## src/rtl/mem_req_issue.sv

```systemverilog
//------------------------------------------------------------------------------
// mem_req_issue - in-order request FIFO with credit-limited issue to memory_controller (rev 1.0)
//------------------------------------------------------------------------------
`default_nettype none

module mem_req_issue #(
  parameter int ADDR_W     = 16,
  parameter int DATA_W     = 16,
  parameter int FIFO_DEPTH = 8,
  parameter int MAX_RD_OUT = 4,
  parameter int MAX_WR_OUT = 4
) (
  input  logic                        clk,
  input  logic                        rst_n,
  // client request port
  input  logic                        req_valid,
  output logic                        req_ready,
  input  logic                        req_we,
  input  logic [ADDR_W-1:0]           req_addr,
  input  logic [DATA_W-1:0]           req_wdata,
  // controller write request / ack
  output logic [ADDR_W-1:0]           wr_address,
  output logic                        wr_en,
  output logic [DATA_W-1:0]           wr_data,
  input  logic [ADDR_W-1:0]           wr_ret_address,
  input  logic                        wr_ret_ack,
  // controller read request / ack
  output logic [ADDR_W-1:0]           rd_address,
  output logic                        rd_en,
  input  logic [DATA_W-1:0]           rd_ret_data,
  input  logic [ADDR_W-1:0]           rd_ret_address,
  input  logic                        rd_ret_ack,
  // client completions
  output logic                        rd_resp_valid,
  output logic [ADDR_W-1:0]           rd_resp_addr,
  output logic [DATA_W-1:0]           rd_resp_data,
  output logic                        wr_done,
  output logic [ADDR_W-1:0]           wr_done_addr,
  // status
  output logic [$clog2(MAX_RD_OUT):0] rd_outstanding,
  output logic [$clog2(MAX_WR_OUT):0] wr_outstanding,
  output logic                        idle,
  output logic                        proto_err
);

  localparam int PTR_W = $clog2(FIFO_DEPTH);
  localparam int CNT_W = PTR_W + 1;
  localparam int RD_CW = $clog2(MAX_RD_OUT) + 1;
  localparam int WR_CW = $clog2(MAX_WR_OUT) + 1;
  localparam int ENT_W = 1 + ADDR_W + DATA_W;

  localparam logic [CNT_W-1:0] FIFO_FULL = CNT_W'(FIFO_DEPTH);
  localparam logic [RD_CW-1:0] RD_LIMIT  = RD_CW'(MAX_RD_OUT);
  localparam logic [WR_CW-1:0] WR_LIMIT  = WR_CW'(MAX_WR_OUT);

  // FIFO storage and control
  logic [ENT_W-1:0]  mem_q [FIFO_DEPTH];
  logic [PTR_W-1:0]  wr_ptr_q, wr_ptr_d;
  logic [PTR_W-1:0]  rd_ptr_q, rd_ptr_d;
  logic [CNT_W-1:0]  count_q, count_d;

  logic              push, pop, fifo_nonempty;
  logic              head_we;
  logic [ADDR_W-1:0] head_addr;
  logic [DATA_W-1:0] head_data;
  logic              issue_rd, issue_wr;

  // outstanding credit tracking
  logic [RD_CW-1:0]  rd_out_q, rd_out_d;
  logic [WR_CW-1:0]  wr_out_q, wr_out_d;
  logic              proto_err_q, proto_err_d;

  // registered controller and client outputs
  logic              rd_en_q, wr_en_q;
  logic [ADDR_W-1:0] rd_address_q, wr_address_q;
  logic [DATA_W-1:0] wr_data_q;
  logic              rd_resp_valid_q, wr_done_q;
  logic [ADDR_W-1:0] rd_resp_addr_q, wr_done_addr_q;
  logic [DATA_W-1:0] rd_resp_data_q;

  assign req_ready     = (count_q != FIFO_FULL);
  assign fifo_nonempty = (count_q != '0);
  assign {head_we, head_addr, head_data} = mem_q[rd_ptr_q];

  // Only the head is ever considered, so a stalled head blocks everything behind it.
  always_comb begin
    push     = req_valid & req_ready;
    issue_rd = fifo_nonempty & ~head_we & (rd_out_q < RD_LIMIT);
    issue_wr = fifo_nonempty &  head_we & (wr_out_q < WR_LIMIT);
    pop      = issue_rd | issue_wr;
  end

  always_comb begin
    wr_ptr_d = wr_ptr_q;
    rd_ptr_d = rd_ptr_q;
    count_d  = count_q;
    if (push) begin
      wr_ptr_d = wr_ptr_q + PTR_W'(1);
    end
    if (pop) begin
      rd_ptr_d = rd_ptr_q + PTR_W'(1);
    end
    case ({push, pop})
      2'b10:   count_d = count_q + CNT_W'(1);
      2'b01:   count_d = count_q - CNT_W'(1);
      default: count_d = count_q;
    endcase
  end

  // An ack with nothing outstanding is a controller protocol violation; the counter
  // saturates at zero instead of wrapping.
  always_comb begin
    rd_out_d    = rd_out_q;
    wr_out_d    = wr_out_q;
    proto_err_d = proto_err_q;
    if (issue_rd && !rd_ret_ack) begin
      rd_out_d = rd_out_q + RD_CW'(1);
    end else if (!issue_rd && rd_ret_ack) begin
      if (rd_out_q == '0) begin
        proto_err_d = 1'b1;
      end else begin
        rd_out_d = rd_out_q - RD_CW'(1);
      end
    end
    if (issue_wr && !wr_ret_ack) begin
      wr_out_d = wr_out_q + WR_CW'(1);
    end else if (!issue_wr && wr_ret_ack) begin
      if (wr_out_q == '0) begin
        proto_err_d = 1'b1;
      end else begin
        wr_out_d = wr_out_q - WR_CW'(1);
      end
    end
  end

  // Payload storage carries no reset; validity is tracked by the pointers and count.
  always_ff @(posedge clk) begin
    if (push) begin
      mem_q[wr_ptr_q] <= {req_we, req_addr, req_wdata};
    end
  end

  always_ff @(posedge clk or negedge rst_n) begin
    if (!rst_n) begin
      wr_ptr_q    <= '0;
      rd_ptr_q    <= '0;
      count_q     <= '0;
      rd_out_q    <= '0;
      wr_out_q    <= '0;
      proto_err_q <= 1'b0;
    end else begin
      wr_ptr_q    <= wr_ptr_d;
      rd_ptr_q    <= rd_ptr_d;
      count_q     <= count_d;
      rd_out_q    <= rd_out_d;
      wr_out_q    <= wr_out_d;
      proto_err_q <= proto_err_d;
    end
  end

  // Issue stage: enables pulse for one cycle, address/data hold between issues.
  always_ff @(posedge clk or negedge rst_n) begin
    if (!rst_n) begin
      rd_en_q      <= 1'b0;
      wr_en_q      <= 1'b0;
      rd_address_q <= '0;
      wr_address_q <= '0;
      wr_data_q    <= '0;
    end else begin
      rd_en_q <= issue_rd;
      wr_en_q <= issue_wr;
      if (issue_rd) begin
        rd_address_q <= head_addr;
      end
      if (issue_wr) begin
        wr_address_q <= head_addr;
        wr_data_q    <= head_data;
      end
    end
  end

  always_ff @(posedge clk or negedge rst_n) begin
    if (!rst_n) begin
      rd_resp_valid_q <= 1'b0;
      rd_resp_addr_q  <= '0;
      rd_resp_data_q  <= '0;
      wr_done_q       <= 1'b0;
      wr_done_addr_q  <= '0;
    end else begin
      rd_resp_valid_q <= rd_ret_ack;
      wr_done_q       <= wr_ret_ack;
      if (rd_ret_ack) begin
        rd_resp_addr_q <= rd_ret_address;
        rd_resp_data_q <= rd_ret_data;
      end
      if (wr_ret_ack) begin
        wr_done_addr_q <= wr_ret_address;
      end
    end
  end

  assign rd_en          = rd_en_q;
  assign wr_en          = wr_en_q;
  assign rd_address     = rd_address_q;
  assign wr_address     = wr_address_q;
  assign wr_data        = wr_data_q;
  assign rd_resp_valid  = rd_resp_valid_q;
  assign rd_resp_addr   = rd_resp_addr_q;
  assign rd_resp_data   = rd_resp_data_q;
  assign wr_done        = wr_done_q;
  assign wr_done_addr   = wr_done_addr_q;
  assign rd_outstanding = rd_out_q;
  assign wr_outstanding = wr_out_q;
  assign proto_err      = proto_err_q;
  assign idle           = ~fifo_nonempty & (rd_out_q == '0) & (wr_out_q == '0);

endmodule

`default_nettype wire
```

## config.mk

```make
export PLATFORM = sky130hd
export DESIGN_NAME = mem_req_issue
export DESIGN_NICKNAME = d
export VERILOG_FILES = /design/src/rtl/mem_req_issue.sv
export SDC_FILE = /design/constraint.sdc
export NUM_CORES = 1
export LEC_CHECK = 0
export ABC_AREA = 1
export CORE_MARGIN = 5
export CORE_UTILIZATION = 30
export DETAILED_ROUTE_END_ITERATION = 8
export PLACE_DENSITY = 0.47
export SLEW_MARGIN = 20
export SYNTH_ARGS = -nofsm -noshare
export SYNTH_HDL_FRONTEND = slang
export SYNTH_SLANG_ARGS = --single-unit
```

## constraint.sdc

```tcl
create_clock -name clk -period 3.25 [get_ports clk]
set_input_delay 0.65 -clock clk [delete_from_list [all_inputs] [get_ports clk]]
set_output_delay 0.65 -clock clk [all_outputs]
set_load 0.01 [all_outputs]
```

# Yosys cells after proc, flatten, opt, wreduce, memory -nomap -nowiden
# Memories as Yosys holds them, arrays and structs flattened.
# Index checks and enable logic that the tools add are counted.
# word_totals
reg_bits	117
ramBits	264
in_bits	86
out_inout_bits	109
elab_cells	73
n_memories	1
# mem_list
name	words	word_bits	rd	rd_ports_with_merged_regs	wr	line	rtl
mem_q	8	33	1	0	1	57	logic [ENT_W-1:0] mem_q [FIFO_DEPTH];
# op_classes
add_sub_neg	8
order_cmp	2
eq_ne	5
n_mux	15
bitwise	10
reduce_logical	16
# ops
operator	count
3-bit two-way mux	6
3-bit by 1-bit adder with 3-bit output (second input constant)	4
1-bit two-way mux	8
4-bit one-hot mux with 2 select lines	1
1-bit AND	7
3-bit logical NOT	2
3-bit < comparator (second input constant)	2
2-bit nonzero test	3
3-bit by 1-bit subtractor with 3-bit output (second input constant)	2
4-bit by 1-bit adder with 4-bit output (second input constant)	1
1-bit logical AND	4
1-bit logical NOT	4
2-bit inequality test (second input constant)	2
4-bit inequality test (second input constant)	1
2-bit AND reduction	2
4-bit nonzero test	1
4-bit by 1-bit subtractor with 4-bit output (second input constant)	1
2-bit by 1-bit equality test with 1-bit output (second input constant)	1
2-bit equality test (second input constant)	1
1-bit inverter	2
1-bit OR	1

# Depth between registers and ports, before layout
# An unclocked memory read counts as a cell.
# depth
word_depth	11
depth_mapped	16

# Worst setup path after synthesis
# No wires, ideal clock.
# synth_timing
path_kind	input to register
from	input req_valid
to	memory mem_q[0][0] (netlist bit), enable pin
setup_ns	0.423
arrival_time_ns	2.462
t_required_ns	2.827
setup_slack_ns	0.365
cell_stages	3
n_path_buf	0
cell_sequence	nand2_1 > or2_2 > nor2_1
# synth_via
elab_chain_cells	3
# synth_lines
item	line	rtl
start, declared	16	input logic req_valid,
1-bit AND	87	push = req_valid & req_ready;
1-bit two-way mux	138	if (push) begin
1-bit two-way mux (not written as such)	139	mem_q[wr_ptr_q] <= {req_we, req_addr, req_wdata};
end, declared	57	
# Every way passes these cells.

# Worst setup path in the final report
# layout_timing
from	register wr_out_q[2], in the netlist wr_outstanding[2]
to	output idle
# layout_via
elab_chain_cells	2
# layout_lines
item	line	rtl
start, declared	70	logic [WR_CW-1:0] wr_out_q, wr_out_d;
start signal, assigned	156	wr_out_q <= wr_out_d;
3-bit logical NOT	215	assign idle = ~fifo_nonempty & (rd_out_q == '0) & (wr_out_q == '0);
1-bit AND	215	
end, declared	42	output logic idle,
# Every way passes these cells.

==> impl_metrics.json <==
{
  "dieArea_um2": 54490,
  "die_height_um": 233.4,
  "synthCells": 1275,
  "synth_cell_types": 31,
  "areaGrowthSynthToFinish_pct": 27.15,
  "holdBufCountCts": 0,
  "coreArea_um2": 49150,
  "ys.flop_type": "edfxtp_1",
  "avgViaCountPerCell": 4.477,
  "avgSynthCellArea_um2": 11.75,
  "post-cts-setup-buffers": 0,
  "worst_pin_slew_ps": 884.9,
  "route.vias.total": 9701,
  "nNetsFinal": 1572,
  "io_pins": 195,
  "wl_um": 37920,
  "p_leak_uw": 0.007329,
  "seq_area_um2": 10860,
  "cts_buffers": 41,
  "yosysWarnings": 0,
  "clockPowerShare": 0.273,
  "synth_top_family_by_area": "simple AND/OR/NAND/NOR gates",
  "fillers": 4704,
  "combPwrFrac": 0.341,
  "cap_violations": 0,
  "yosys-top-cells-area": "edfxtp_1 53%, dfrtp_1 20%, nand2_1 9.1%",
  "fin_crit_ps": 2818,
  "fin_setup_tns_ps": 0,
  "cts_tree": "done",
  "synth_compound_gate_area_share": 0.08071,
  "min_period_over_period": 0.8672,
  "drc": 0,
  "cts-root-buf": "clkbuf_16",
  "num_rows": 81,
  "die_w_um": 233.4,
  "synth.top_cell.area_share": 0.5294,
  "synthSimpleGateAreaFrac": 0.1434,
  "crit_path_top_delay_cell": "clkdlybuf4s50_1",
  "grt_pass1_wl_um": 58420,
  "synthMuxAreaShare": 0,
  "dp_hpwl_um": 23460,
  "critPathArrivalTime_ps": 2170,
  "slew_headroom": 0.4101,
  "cts.clk_slew.worst_paths_ps": 60,
  "ir_drop_mv": 0.4431,
  "holdWs_ps": 142.3,
  "crit_chain": "nor3_1, nand2_1, nor2_1, clkdlybuf4s50_1",
  "drt_iter0_drc": 560,
  "p_int_uw": 11170,
  "final-max-slew-violation-count": 0,
  "clock-sinks": 381,
  "cts_buffer_depth": 3,
  "syn_area_um2": 14980,
  "wl_per_cell_um": 17.50,
  "ctsResizeCount": 0,
  "synthAdderAreaFrac": 0.01153,
  "crit_type": "flip-flop to primary output",
  "use_met3": 0.03051,
  "max_freq_mhz": 354.8,
  "use_met2": 0.2182,
  "syn_nets": 1373,
  "rsz0062_at_grt": "false",
  "synth-xor-area-share": 0.004679,
  "grt-ovfl-total": 0,
  "ys_ff_latch": 381,
  "critPathRequiredTime_ps": 2600,
  "start_util": 0.3047,
  "antenna_found_initial": 1,
  "seqPwrFrac": 0.386,
  "async_flop_share": 0.3071,
  "clock_latency_ps": 560,
  "io_buffers": 194,
  "switchingPower_uw": 5983,
  "cp_slowest_stage_delay_ps": 600,
  "grt.busiest_layer": "met2",
  "htree_levels": 2,
  "cellPowerDensity_nw_per_um2": 900.7,
  "layout_commonest_cell": "nand2_1",
  "ant_nets": 0,
  "hold_class": "input port to asynchronous set/reset pin",
  "grt_pass1_vias": 9719,
  "firstDrtPassIters": 4,
  "status": "completed",
  "netSwitchingFraction": 0.3488,
  "globalRouteMet1Util": 0.1894,
  "critPathLaunchType": "flip-flop",
  "end_kind": "primary output",
  "ys_seq_area_frac": 0.7249,
  "gp_congestion": 0.7545,
  "final_cell_mix": "365 x nand2_1, 264 x edfxtp_1, 193 x clkdlybuf4s50_1",
  "setup_violations": 0,
  "grt_max_degree": 84,
  "fin_skew_ps": 21.11,
  "drive_gt1_frac": 0.07190,
  "multi_input_area_um2": 3659,
  "grt_usage": 0.1374,
  "synth-edff-count": 264,
  "synth_area_leader_cell": "edfxtp_1",
  "crit_fanout": 4,
  "hold_viol_final": 0
}
==> state kept, by name, indices dropped and copies added, names as in the netlist, 3 cells and up <==
register	flops
rd_resp_data	16
wr_address	16
wr_data	16
count_q	4
wr_done_addr	16
rd_resp_addr	16
rd_outstanding	3
wr_outstanding	3
wr_ptr_q	3
rd_address	16
rd_ptr_q	3
mem_q	264
==> cell type report <==
class / count / area share
tap: 664 / 0.04363
clock inverter: 16 / 0.01111
multi-input combinational: 795 / 0.1921
timing repair buffer: 225 / 0.1169
clock buffer: 55 / 0.05934
antenna: 1 / 0.0001314
inverter: 30 / 0.006440
sequential: 381 / 0.5703
==> layer usage <==
| metal | wire, um | share of wire | up-vias |
|---|---|---|---|
| li1 | - | - | 4765 |
| met1 | 17330 | 0.46 | 4666 |
| met2 | 17240 | 0.45 | 227 |
| met3 | 2602 | 0.069 | 43 |
| met4 | 751 | 0.020 | 0 |
| met5 | 0 | 0 | - |
==> power by group through the flow <==
| stage | registers (uW) | clock network (uW) | logic [uW] |
|---|---|---|---|
| floorplan | 6830 | 0 | 3510 |
| global placement | 6720 | 0 | 5970 |
| detailed placement | 6730 | 0 | 6000 |
| CTS | 6640 | 4840 | 6020 |
| global route | 6730 | 5020 | 6600 |
| finish | 6620 | 4680 | 5850 |
==> through the flow <==
step / util / std cells / instance area [um2] / power (uW) / setup slack [ps]
floorplan: - / 1275 / 14980 / 10340 / 365.4
global placement: 0.3600 / 2095 / 17700 / 12690 / 560.8
detailed placement: 0.3600 / 2095 / 17700 / 12730 / 545.3
CTS: 0.3873 / 2166 / 19040 / 17510 / 378.2
global route: 0.3873 / 2166 / 19040 / 18350 / 303.6
finish: 0.3874 / 2167 / 19040 / 17150 / 431.8
==> cell families after synthesis <==
family / after synthesis
xor gates and xnor gates: 8
DFF: 381
and+or+nand+nor: 558
adders and majority gates: 12
buffers and inverters: 99
AOI/OAI and AO/OA: 217
==> synth_stat cells, types with 4 or more instances <==
cell type    n
o22ai_1     32
nand2_1    365
ha_1         9
o21ai_1     22
nor2_1     173
a21oi_1      4
clkbuf_1    27
inv_1       24
nand3_1     12
dfrtp_1    117
buf_2       25
o21ai_0    126
buf_6       10
xnor2_1      5
edfxtp_1   264
o211ai_1    33
==> worst max-delay path, delay by kind of cell, from the launching register on <==
kind          cells  cell delay (ps)
buf+inv           1              600
simple gates      3              590
flops             1              440
==> worst paths after layout <==
path                                                from                          end  slack (ps)  depth (start not counted)
max                        wr_outstanding[2]$_DFFE_PN0P_                         idle         430                          4
min                                                rst_n  rd_resp_data[8]$_DFFE_PN0P_         140                          1
max reg2reg                      rd_ptr_q[0]$_DFFE_PN0P_       count_q[3]$_DFFE_PN0P_         590                         14
min reg2reg                  rd_resp_data[9]$_DFFE_PN0P_  rd_resp_data[9]$_DFFE_PN0P_         470                          2
max in group asynchronous                          rst_n  wr_done_addr[2]$_DFFE_PN0P_        2300                          2
min in group clk             rd_resp_data[9]$_DFFE_PN0P_  rd_resp_data[9]$_DFFE_PN0P_         470                          2
No activity file was read; power rests on OpenSTA's default activity.
